## config.mk

```make
export PLATFORM = sky130hd
export DESIGN_NAME = axil_axis_bridge
export DESIGN_NICKNAME = d
export VERILOG_FILES = /design/src/rtl/axil_axis_bridge.sv
export SDC_FILE = /design/constraint.sdc
export NUM_CORES = 1
export LEC_CHECK = 0
export CAP_MARGIN = 10
export CORE_MARGIN = 8
export CORE_UTILIZATION = 57
export CTS_CLUSTER_DIAMETER = 80
export DETAILED_ROUTE_END_ITERATION = 7
export DONT_BUFFER_PORTS = 1
export PLACE_DENSITY = 0.78
export RECOVER_POWER = 25
export SYNTH_ARGS = -nofsm -noshare
export SYNTH_HDL_FRONTEND = slang
export SYNTH_SLANG_ARGS = --single-unit
```

## constraint.sdc

```tcl
create_clock -name aclk -period 4.4 [get_ports aclk]
set_input_delay 0.44 -clock aclk [delete_from_list [all_inputs] [get_ports aclk]]
set_output_delay 0.44 -clock aclk [all_outputs]
set_load 0.005 [all_outputs]
```

## src/rtl/axil_axis_bridge.sv

```systemverilog
// axil_axis_bridge: AXI-lite slave that queues words written to TXDATA in a
// FIFO and drains them as AXI-stream beats on the m_ port. STATUS reports
// occupancy and a sticky overflow flag; CTRL clears overflow and flushes.
// Optional feature macro: AXIS_TLAST_EN (adds m_last and the TXLAST address).
//
// Handshake rule for every channel (AW, W, B, AR, R, m_): a transfer happens on
// a rising edge where valid and ready are both high; a source never drops
// valid before the transfer, except m_valid on a CTRL flush.
`default_nettype none

module axil_axis_bridge #(
  parameter int DATA_WIDTH = 32,
  parameter int FIFO_DEPTH = 8
) (
  input  logic                  aclk,
  input  logic                  areset,
  input  logic [31:0]           awaddr,
  input  logic                  awvalid,
  output logic                  awready,
  input  logic [DATA_WIDTH-1:0] wdata,
  input  logic                  wvalid,
  output logic                  wready,
  output logic                  bvalid,
  output logic                  bresp,
  input  logic                  bready,
  input  logic [31:0]           araddr,
  input  logic                  arvalid,
  output logic                  arready,
  output logic [DATA_WIDTH-1:0] rdata,
  output logic                  rvalid,
  input  logic                  rready,
`ifdef AXIS_TLAST_EN
  output logic                  m_last,
`endif
  output logic [DATA_WIDTH-1:0] m_data,
  output logic                  m_valid,
  input  logic                  m_ready
);

  localparam int PW = $clog2(FIFO_DEPTH);
  localparam int CW = PW + 1;
`ifdef AXIS_TLAST_EN
  localparam int EW = DATA_WIDTH + 1;
`else
  localparam int EW = DATA_WIDTH;
`endif

  localparam logic [1:0] A_TXDATA = 2'd0;
  localparam logic [1:0] A_STATUS = 2'd1;
  localparam logic [1:0] A_CTRL   = 2'd2;
  localparam logic [1:0] A_TXLAST = 2'd3;

  typedef enum logic {W_IDLE, W_RESP} w_state_t;
  typedef enum logic {R_IDLE, R_DATA} r_state_t;

  w_state_t w_state, w_next;
  r_state_t r_state, r_next;

  // Write-channel capture registers
  logic                  aw_have, w_have;
  logic [1:0]            aw_addr_q;
  logic [DATA_WIDTH-1:0] w_data_q;
  logic                  bresp_q;

  // FIFO state
  logic [EW-1:0]         mem [FIFO_DEPTH];
  logic [PW-1:0]         wr_ptr, rd_ptr;
  logic [CW-1:0]         count;
  logic                  overflow;

  // Read path
  logic [DATA_WIDTH-1:0] rdata_q;
  logic [DATA_WIDTH-1:0] status_word;
  logic [DATA_WIDTH-1:0] rd_value;

  // Decoded commit controls
  logic                  aw_fire, w_fire, ar_fire;
  logic                  commit;
  logic [1:0]            cmt_addr;
  logic [DATA_WIDTH-1:0] cmt_data;
  logic                  push_req, push_last, push_ok, pop;
  logic                  flush, ovf_clr, unmapped, wr_err;
  logic                  full, empty;
  logic [EW-1:0]         entry;

  // A commit may use a beat captured earlier or one handshaking this cycle,
  // so AW and W arriving together commit without an extra wait cycle.
  assign aw_fire  = awvalid & awready;
  assign w_fire   = wvalid & wready;
  assign ar_fire  = arvalid & arready;
  assign commit   = (w_state == W_IDLE) & (aw_have | aw_fire) & (w_have | w_fire);
  assign cmt_addr = aw_have ? aw_addr_q : awaddr[3:2];
  assign cmt_data = w_have ? w_data_q : wdata;

  assign full  = (count == CW'(FIFO_DEPTH));
  assign empty = (count == '0);

  // Decode the committed write into FIFO / CTRL actions and the error response
  always_comb begin
    push_req  = 1'b0;
    push_last = 1'b0;
    unmapped  = 1'b0;
    flush     = 1'b0;
    ovf_clr   = 1'b0;
    if (commit) begin
      case (cmt_addr)
        A_TXDATA: push_req = 1'b1;
        A_CTRL: begin
          ovf_clr = cmt_data[0];
          flush   = cmt_data[1];
        end
        A_TXLAST: begin
`ifdef AXIS_TLAST_EN
          push_req  = 1'b1;
          push_last = 1'b1;
`else
          unmapped  = 1'b1;
`endif
        end
        default: ;
      endcase
    end
    // A flush cancels any beat handshaking in the same cycle.
    pop     = m_valid & m_ready & ~flush;
    push_ok = push_req & (~full | pop);
    wr_err  = unmapped | (push_req & ~push_ok);
  end

`ifdef AXIS_TLAST_EN
  assign entry = {push_last, cmt_data};
`else
  assign entry = cmt_data;
`endif

  // Write FSM state register
  always_ff @(posedge aclk) begin
    if (areset) w_state <= W_IDLE;
    else        w_state <= w_next;
  end

  // Write FSM next state and channel handshake outputs
  always_comb begin
    w_next  = w_state;
    awready = 1'b0;
    wready  = 1'b0;
    bvalid  = 1'b0;
    case (w_state)
      W_IDLE: begin
        awready = ~aw_have;
        wready  = ~w_have;
        if (commit) w_next = W_RESP;
      end
      W_RESP: begin
        bvalid = 1'b1;
        if (bready) w_next = W_IDLE;
      end
      default: w_next = W_IDLE;
    endcase
  end

  // Hold AW/W beats that arrive before their partner; latch response code
  always_ff @(posedge aclk) begin
    if (areset) begin
      aw_have   <= 1'b0;
      w_have    <= 1'b0;
      aw_addr_q <= '0;
      w_data_q  <= '0;
      bresp_q   <= 1'b0;
    end else if (commit) begin
      aw_have <= 1'b0;
      w_have  <= 1'b0;
      bresp_q <= wr_err;
    end else begin
      if (aw_fire) begin
        aw_have   <= 1'b1;
        aw_addr_q <= awaddr[3:2];
      end
      if (w_fire) begin
        w_have   <= 1'b1;
        w_data_q <= wdata;
      end
    end
  end

  assign bresp = bresp_q;

  // FIFO pointers, occupancy and sticky overflow
  always_ff @(posedge aclk) begin
    if (areset) begin
      wr_ptr   <= '0;
      rd_ptr   <= '0;
      count    <= '0;
      overflow <= 1'b0;
    end else begin
      if (flush) begin
        rd_ptr <= wr_ptr;
        count  <= '0;
      end else begin
        if (push_ok) wr_ptr <= wr_ptr + 1'b1;
        if (pop)     rd_ptr <= rd_ptr + 1'b1;
        count <= count + CW'(push_ok) - CW'(pop);
      end
      if (ovf_clr)
        overflow <= 1'b0;
      else if (push_req & ~push_ok)
        overflow <= 1'b1;
    end
  end

  // FIFO storage; contents are only meaningful while counted
  always_ff @(posedge aclk) begin
    if (push_ok) mem[wr_ptr] <= entry;
  end

  assign m_valid = ~empty;
  assign m_data  = mem[rd_ptr][DATA_WIDTH-1:0];
`ifdef AXIS_TLAST_EN
  assign m_last  = m_valid & mem[rd_ptr][DATA_WIDTH];
`endif

  // STATUS word and read-address mux
  always_comb begin
    status_word           = '0;
    status_word[CW-1:0]   = count;
    status_word[16]       = empty;
    status_word[17]       = full;
    status_word[18]       = overflow;
    rd_value              = '0;
    if (araddr[3:2] == A_STATUS) rd_value = status_word;
  end

  // Read FSM state register
  always_ff @(posedge aclk) begin
    if (areset) r_state <= R_IDLE;
    else        r_state <= r_next;
  end

  // Read FSM next state and channel handshake outputs
  always_comb begin
    r_next  = r_state;
    arready = 1'b0;
    rvalid  = 1'b0;
    case (r_state)
      R_IDLE: begin
        arready = 1'b1;
        if (arvalid) r_next = R_DATA;
      end
      R_DATA: begin
        rvalid = 1'b1;
        if (rready) r_next = R_IDLE;
      end
      default: r_next = R_IDLE;
    endcase
  end

  // Sample the addressed register at AR capture
  always_ff @(posedge aclk) begin
    if (areset)       rdata_q <= '0;
    else if (ar_fire) rdata_q <= rd_value;
  end

  assign rdata = rdata_q;

  logic unused_bits;
  assign unused_bits = ^{awaddr[31:4], awaddr[1:0], araddr[31:4], araddr[1:0]};

endmodule

`default_nettype wire
```

==> Word level (Yosys, flattened, before mapping) <==
Memory sizes are Yosys's and may differ from the RTL's. A register that Yosys moved wholly into a read port is not among the register bits.
Cells that the tools add are included.
{ "word_totals": {"reg_bits": 82, "mem_bits_rw": 256, "input_bits": 104, "output_inout_bits": 71, "wordCells": 80, "mem_count": 1} }
{ "mem_list": {"columns": ["name", "words", "word_bits", "read_ports", "rd_clocked_by_memory_dff", "write_ports", "line", "text"], "rows": [
  ["mem", 8, 32, 1, 1, 1, "66", "logic [EW-1:0] mem [FIFO_DEPTH];"]
]} }
{ "op_classes": {"n_addsub": 4, "eq_ne": 4, "muxes": 28, "bitwise": 22, "reduce_logical": 9} }
{ "ops": {"columns": ["operator", "count"], "rows": [
  ["32-bit two-way mux", 1],
  ["1-bit two-way mux", 19],
  ["19-bit two-way mux", 1],
  ["3-bit two-way mux", 4],
  ["1-bit bitwise AND", 9],
  ["1-bit NOT", 9],
  ["3-bit by 1-bit adder with 3-bit output, second input constant", 2],
  ["2-bit AND reduction", 3],
  ["2-bit OR reduction", 3],
  ["4-bit by 1-bit adder with 4-bit output", 1],
  ["2-bit equality test, second input constant", 2],
  ["4-bit equality test, second input constant", 1],
  ["4-bit zero test", 1],
  ["1-bit bitwise OR", 4],
  ["1-bit one-hot mux with 2 select lines", 2],
  ["4-bit by 1-bit subtractor with 4-bit output", 1],
  ["2-bit by 1-bit equality test with 1-bit output, second input constant", 1],
  ["2-bit zero test", 1],
  ["2-bit two-way mux", 1],
  ["2-bit nonzero test", 1]
]} }

==> Logic depth before layout (Yosys ltp) <==
{ "logic_depth": {"word_depth": 14, "ltp_mapped": 12, "ltp_nobuf": 12} }

==> Worst setup path after synthesis <==
No wires, ideal clock.
{ "synth_path": {"path_kind": "register to register", "from": "reg w_have", "to": "mem mem[5][0] (netlist bit) (enable)", "setup_ps": 502, "arrival_time_ps": 4325, "required_ps": 3898, "path_slack_ps": -426, "path_stages_with_launch": 6, "n_path_buf": 1, "synth_period_minus_slack_ps": 4826, "path_cell_list": "dfxtp_1 > buf_2 > mux2i_1 > a211o_1 > nand3_1 > nor4_1"} }
{ "synth_between": {"elab_chain_cells": 12, "elab_cells_between_ends": 15, "cone_classes": "mux (7); bitwise (8)"} }
{ "synth_lines": {"columns": ["element", "line", "text"], "rows": [
  ["start: declaration", "60", "logic aw_have, w_have;"],
  ["start signal: assignment", "165", "w_have <= 1'b0;"],
  ["start signal: assignment", "171", "w_have <= 1'b0;"],
  ["start signal: assignment", "179", "w_have <= 1'b1;"],
  ["1-bit NOT", "150", "wready = ~w_have;"],
  ["1-bit two-way mux", "147", "case (w_state)"],
  ["1-bit bitwise AND", "89", "assign w_fire = wvalid & wready;"],
  ["1-bit bitwise OR", "91", "assign commit = (w_state == W_IDLE) & (aw_have | aw_fire) & (w_have | w_fire);"],
  ["1-bit bitwise AND", "91", null],
  ["1-bit two-way mux", "105", "if (commit) begin"],
  ["1-bit NOT (no source line)", null, null],
  ["1-bit bitwise AND", "124", "pop = m_valid & m_ready & ~flush;"],
  ["1-bit bitwise OR", "125", "push_ok = push_req & (~full | pop);"],
  ["1-bit bitwise AND (*)", "125", null],
  ["1-bit two-way mux (*)", "212", "if (push_ok) mem[wr_ptr] <= entry;"],
  ["1-bit two-way mux (implied by the code) (*)", "212", null],
  ["end: declaration", "66", null]
]} }
Every way passes the cells marked *; elsewhere a longest branch is shown, timed or not.

==> impl_summary.md <==
Logic synthesis
The count of yosys warnings during synthesis is 0. The leading cell type by number of instances after synthesis is sky130_fd_sc_hd__edfxtp_1. The commonest cells after synthesis are 256 x sky130_fd_sc_hd__edfxtp_1, 70 x sky130_fd_sc_hd__nand2_1, 64 x sky130_fd_sc_hd__mux4_2. The most used flip-flop cell after synthesis is sky130_fd_sc_hd__edfxtp_1.

Sequential cells were found to cover between 70% and 80% of the synthesized design area. The average footprint of a synthesized cell is roughly 17 um2. The unique cell type count in the Yosys netlist is 48. After synthesis the cells add up to 12600 um2. By area the synthesized netlist is led by sky130_fd_sc_hd__edfxtp_1 61%, sky130_fd_sc_hd__mux4_2 11%, sky130_fd_sc_hd__dfxtp_1 9.5%. The synthesized design spends more area on one cell type than any other, namely sky130_fd_sc_hd__edfxtp_1. The cell count after synthesis came out at approximately 730. The share of the synthesized area in the top cell type is about three fifths. The synthesized design contains ~320 register bits. The share of flip-flops with an asynchronous set or reset after synthesis is 0%. Yosys mapped a number of flops with a built-in enable equal to between 200 and 300.

STA
Once routing completed, OpenROAD measured the worst setup slack at about 1200 ps. The number of hold violations in the final report was 0. The portion of the clock cycle consumed by the worst path in the final layout is 72.3%. Derived from the worst setup path, the maximum achievable clock frequency is ~0.31 GHz. At the pin with the least slew margin, the transition time is about 1000 ps. After routing, the total negative slack on setup checks comes to 0 ps. The smallest hold slack is 21.9 ps. The clock arrives with approximately 8.1 ps of skew. Setup repair after global routing left no endpoint under its margin. The worst path needs around 3200 ps of the cycle, external delays included. The final max-slew violation count is 0. The number of setup violations in the final report is 0. Measured against its own limit, the worst slew margin works out to between 30% and 40%.

Cells and area
From synthesis to final layout, the design area changed by 9.66%. The layout has 1461 filler cells. The number of nets in the final layout is 850.

Cells with a size suffix above 1 make up 24.1% of the layout. The number of antenna diodes is 0.

Floorplan
The floorplan step defined a core boundary enclosing around 22000 um2. Measured along the y axis, the die boundary spans 165 um. Pin placement for this block handled around 180 I/O pins.

Row generation in the floorplan step produced 54 rows. The starting density of the core is about three fifths. The die is roughly 160 um wide. The die covers around 27000 um2.

Worst hold path
Along the worst hold path, the cell count comes to 2. The critical hold path startpoint is wdata[23]. For hold timing, the worst endpoint is w_data_q[23]. The path class of the tightest hold or removal check is in -> reg.

Placed design
The number of buffers added on ports is 0. The half-perimeter wire length after placement is 14000 um. Routability-driven placement finished with a final weighted congestion of roughly 0.78.

The pre-CTS setup slack is roughly 1400 ps.

CTS
The number of levels in the clock H-tree is 1. The clock slew at the register clock pins of the worst setup and hold paths is about 70 ps. The clock passes through at most 3 buffers. The clock tree root buffer cell is sky130_fd_sc_hd__clkbuf_16. In this run, CTS created clock tree buffers numbering 29. Once the clock tree was built, the setup fixing pass inserted 0 buffers. The clock insertion delay at the later pin of the skew report is 550 ps.

The TritonCTS clock tree is built. CTS saw approximately 320 sinks.

Setup path
STA puts the critical path data required time at between 3000 and 4000 ps. Among all stages on the critical path, the largest delay is contributed by sky130_fd_sc_hd__dfxtp_4. The destination of the worst register-to-register timing path is count[2]. The startpoint identified for the worst register-to-register timing path is w_have.

The kind of cell with the highest combined delay on the critical path is multiplexers. The critical path in this run is classified as reg -> out. The number of cells traversed by the worst register-to-register path is 9. The worst register-to-register path has a setup slack of 1320 ps.

In this run the worst path has a maximum fanout of 39. The worst setup path is captured at an output pin. Together, buffers and inverters on the worst path number 1. The largest incremental delay on the critical path is about 860 ps.

The worst setup path is launched from a register. The critical path goes through buf_4, mux4_2, mux2_2. Data on the critical path arrives at its endpoint at about 2700 ps.

Global routing
The total overflow left after global routing is 0. Global routing used a little under a fifth of the available tracks. The wire length of the first global-routing pass is ~38000 um. The via count of the first global-routing pass is around 6.5k.

The maximum number of pins on one net before global-route repair is 65. The initial antenna violation count is 0.

Run status
The run finished with clean final reports.

Drt
The number of DRC violations after detailed-routing iteration 0 is 521. The residual DRC count is 0. The via density per instance is around 6. The detailed-routing iteration count for the pre-antenna-repair pass is 5. After detailed routing, the average wire length per cell comes to 24.2 um.

The routed layout has about 6.3k vias. For this block, the routed nets add up to between 20000 and 30000 um of wire. The count of nets left with antenna violations once routing finished came out at 0.

Power
In this run the static leakage power is 0.00444 uW. After layout, the design draws a total of 6960 uW. The worst-case IR drop observed on VDD is roughly 0.00048 V. Dividing total power by cell area gives a power density of around 500 nW/um2.

Run
Across the run, the number of max-cap violations was 0.
## state kept, by name, summed over array words and instances, names as in the netlist, named ones only
register   cells
rd_ptr         3
w_state        1
w_have         1
count          4
bresp          1
aw_have        1
wr_ptr         3
r_state        1
w_data_q      32
aw_addr_q      2
overflow       1
rdata          7
mem          256
## cells in the final DEF, fill, tap and decap left out, types with 3 or more instances in the layout
cell,instances
sky130_fd_sc_hd__mux2i_1,4
sky130_fd_sc_hd__nor3_1,9
sky130_fd_sc_hd__clkbuf_16,29
sky130_fd_sc_hd__clkinv_2,4
sky130_fd_sc_hd__nor3b_1,4
sky130_fd_sc_hd__xnor2_1,3
sky130_fd_sc_hd__buf_4,14
sky130_fd_sc_hd__a21oi_1,42
sky130_fd_sc_hd__dfxtp_1,57
sky130_fd_sc_hd__mux2_1,18
sky130_fd_sc_hd__edfxtp_1,256
sky130_fd_sc_hd__ha_1,7
sky130_fd_sc_hd__conb_1,25
sky130_fd_sc_hd__mux2_2,45
sky130_fd_sc_hd__clkbuf_1,9
sky130_fd_sc_hd__nand2_1,70
sky130_fd_sc_hd__nor2_1,18
sky130_fd_sc_hd__nand3b_1,3
sky130_fd_sc_hd__mux4_2,64
sky130_fd_sc_hd__clkbuf_8,6
sky130_fd_sc_hd__nor3_2,4
sky130_fd_sc_hd__o31ai_1,3
sky130_fd_sc_hd__a22oi_1,7
sky130_fd_sc_hd__inv_1,12
## metal layers
| metal | routed length [um] | up-vias | part of all wire (%) | global-route usage [%] |
|---|---|---|---|---|
| met3 | 2150 | 39 | 8.6 | 4.46 |
| met4 | 484 | 0 | 1.9 | 5.12 |
| met1 | 9520 | 3249 | 38 | 23.5 |
| met2 | 13000 | 242 | 52 | 32.1 |
| li1 | - | 2801 | - | - |
| met5 | 0 | - | 0 | 0 |
## worst max path at each step
stage	startpoint	cells after the start	to
2_1_floorplan	w_have	5	mem[5][0]
3_3_place_gp	w_have	9	count[2]
4_1_cts	register	3	m_data[23]
3_5_place_dp	w_have	9	count[2]
5_1_grt	register	3	m_data[23]
6_report	register	3	m_data[23]
## kinds of logic (layout without fill, tap and decap cells)
group	Yosys count	in the layout	synth area share, %
DFF	316	316	70.4
muxes	131	131	17.3
and+or+nand+nor	126	126	4.49
buffers and inverters	76	80	3.11
AOI/OAI and AO/OA	71	71	3.59
adders and majority gates	8	8	0.852
xor gates and xnor gates	3	3	0.208
other	1	25	0.0297
## report_power, final
group | leakage, uW | switching [uW] | internal [uW] | total [uW]
logic | 0.00116 | 503 | 521 | 1020
registers | 0.00281 | 122 | 3350 | 3470
clock network | 0.000465 | 1030 | 1430 | 2460
total | 0.00444 | 1650 | 5300 | 6960
## per-stage QoR
stage / util, % / instances / area, um2
6_report: 63.7 / 1040 / 13800
5_1_grt: 63.7 / 1040 / 13800
4_1_cts: 63.7 / 1040 / 13900
3_5_place_dp: 59.2 / 986 / 12900
3_3_place_gp: 59.2 / 986 / 12900
2_1_floorplan: - / 756 / 12700
## worst reg2reg max path, delay by kind of cell, from the launching register on
kind | cells | cell delay [ps]
buffers and inverters | 1 | 540
multiplexers | 1 | 160
AND/OR/NAND/NOR | 2 | 200
flip-flops | 1 | 350
AO/OA/AOI/OAI | 2 | 860
XOR/XNOR | 1 | 160
adder cells (fa/ha/maj) | 2 | 660
## cell type report
class / count / area, um2 / share of cell area, %
Clock buffer: 44 / 842 / 6.08
Clock inverter: 9 / 101 / 0.732
Inverter: 12 / 45.0 / 0.325
Multi-Input combinational cell: 364 / 3480 / 25.2
Sequential cell: 316 / 8890 / 64.2
Tap cell: 280 / 350 / 2.53
Timing Repair Buffer: 15 / 133 / 0.958
## timing repair
action                    CTS  global route
hold endpoints to repair   54             0
hold buffers                1             0
resized for setup           0             0
(Power assumes the default switching activity.)
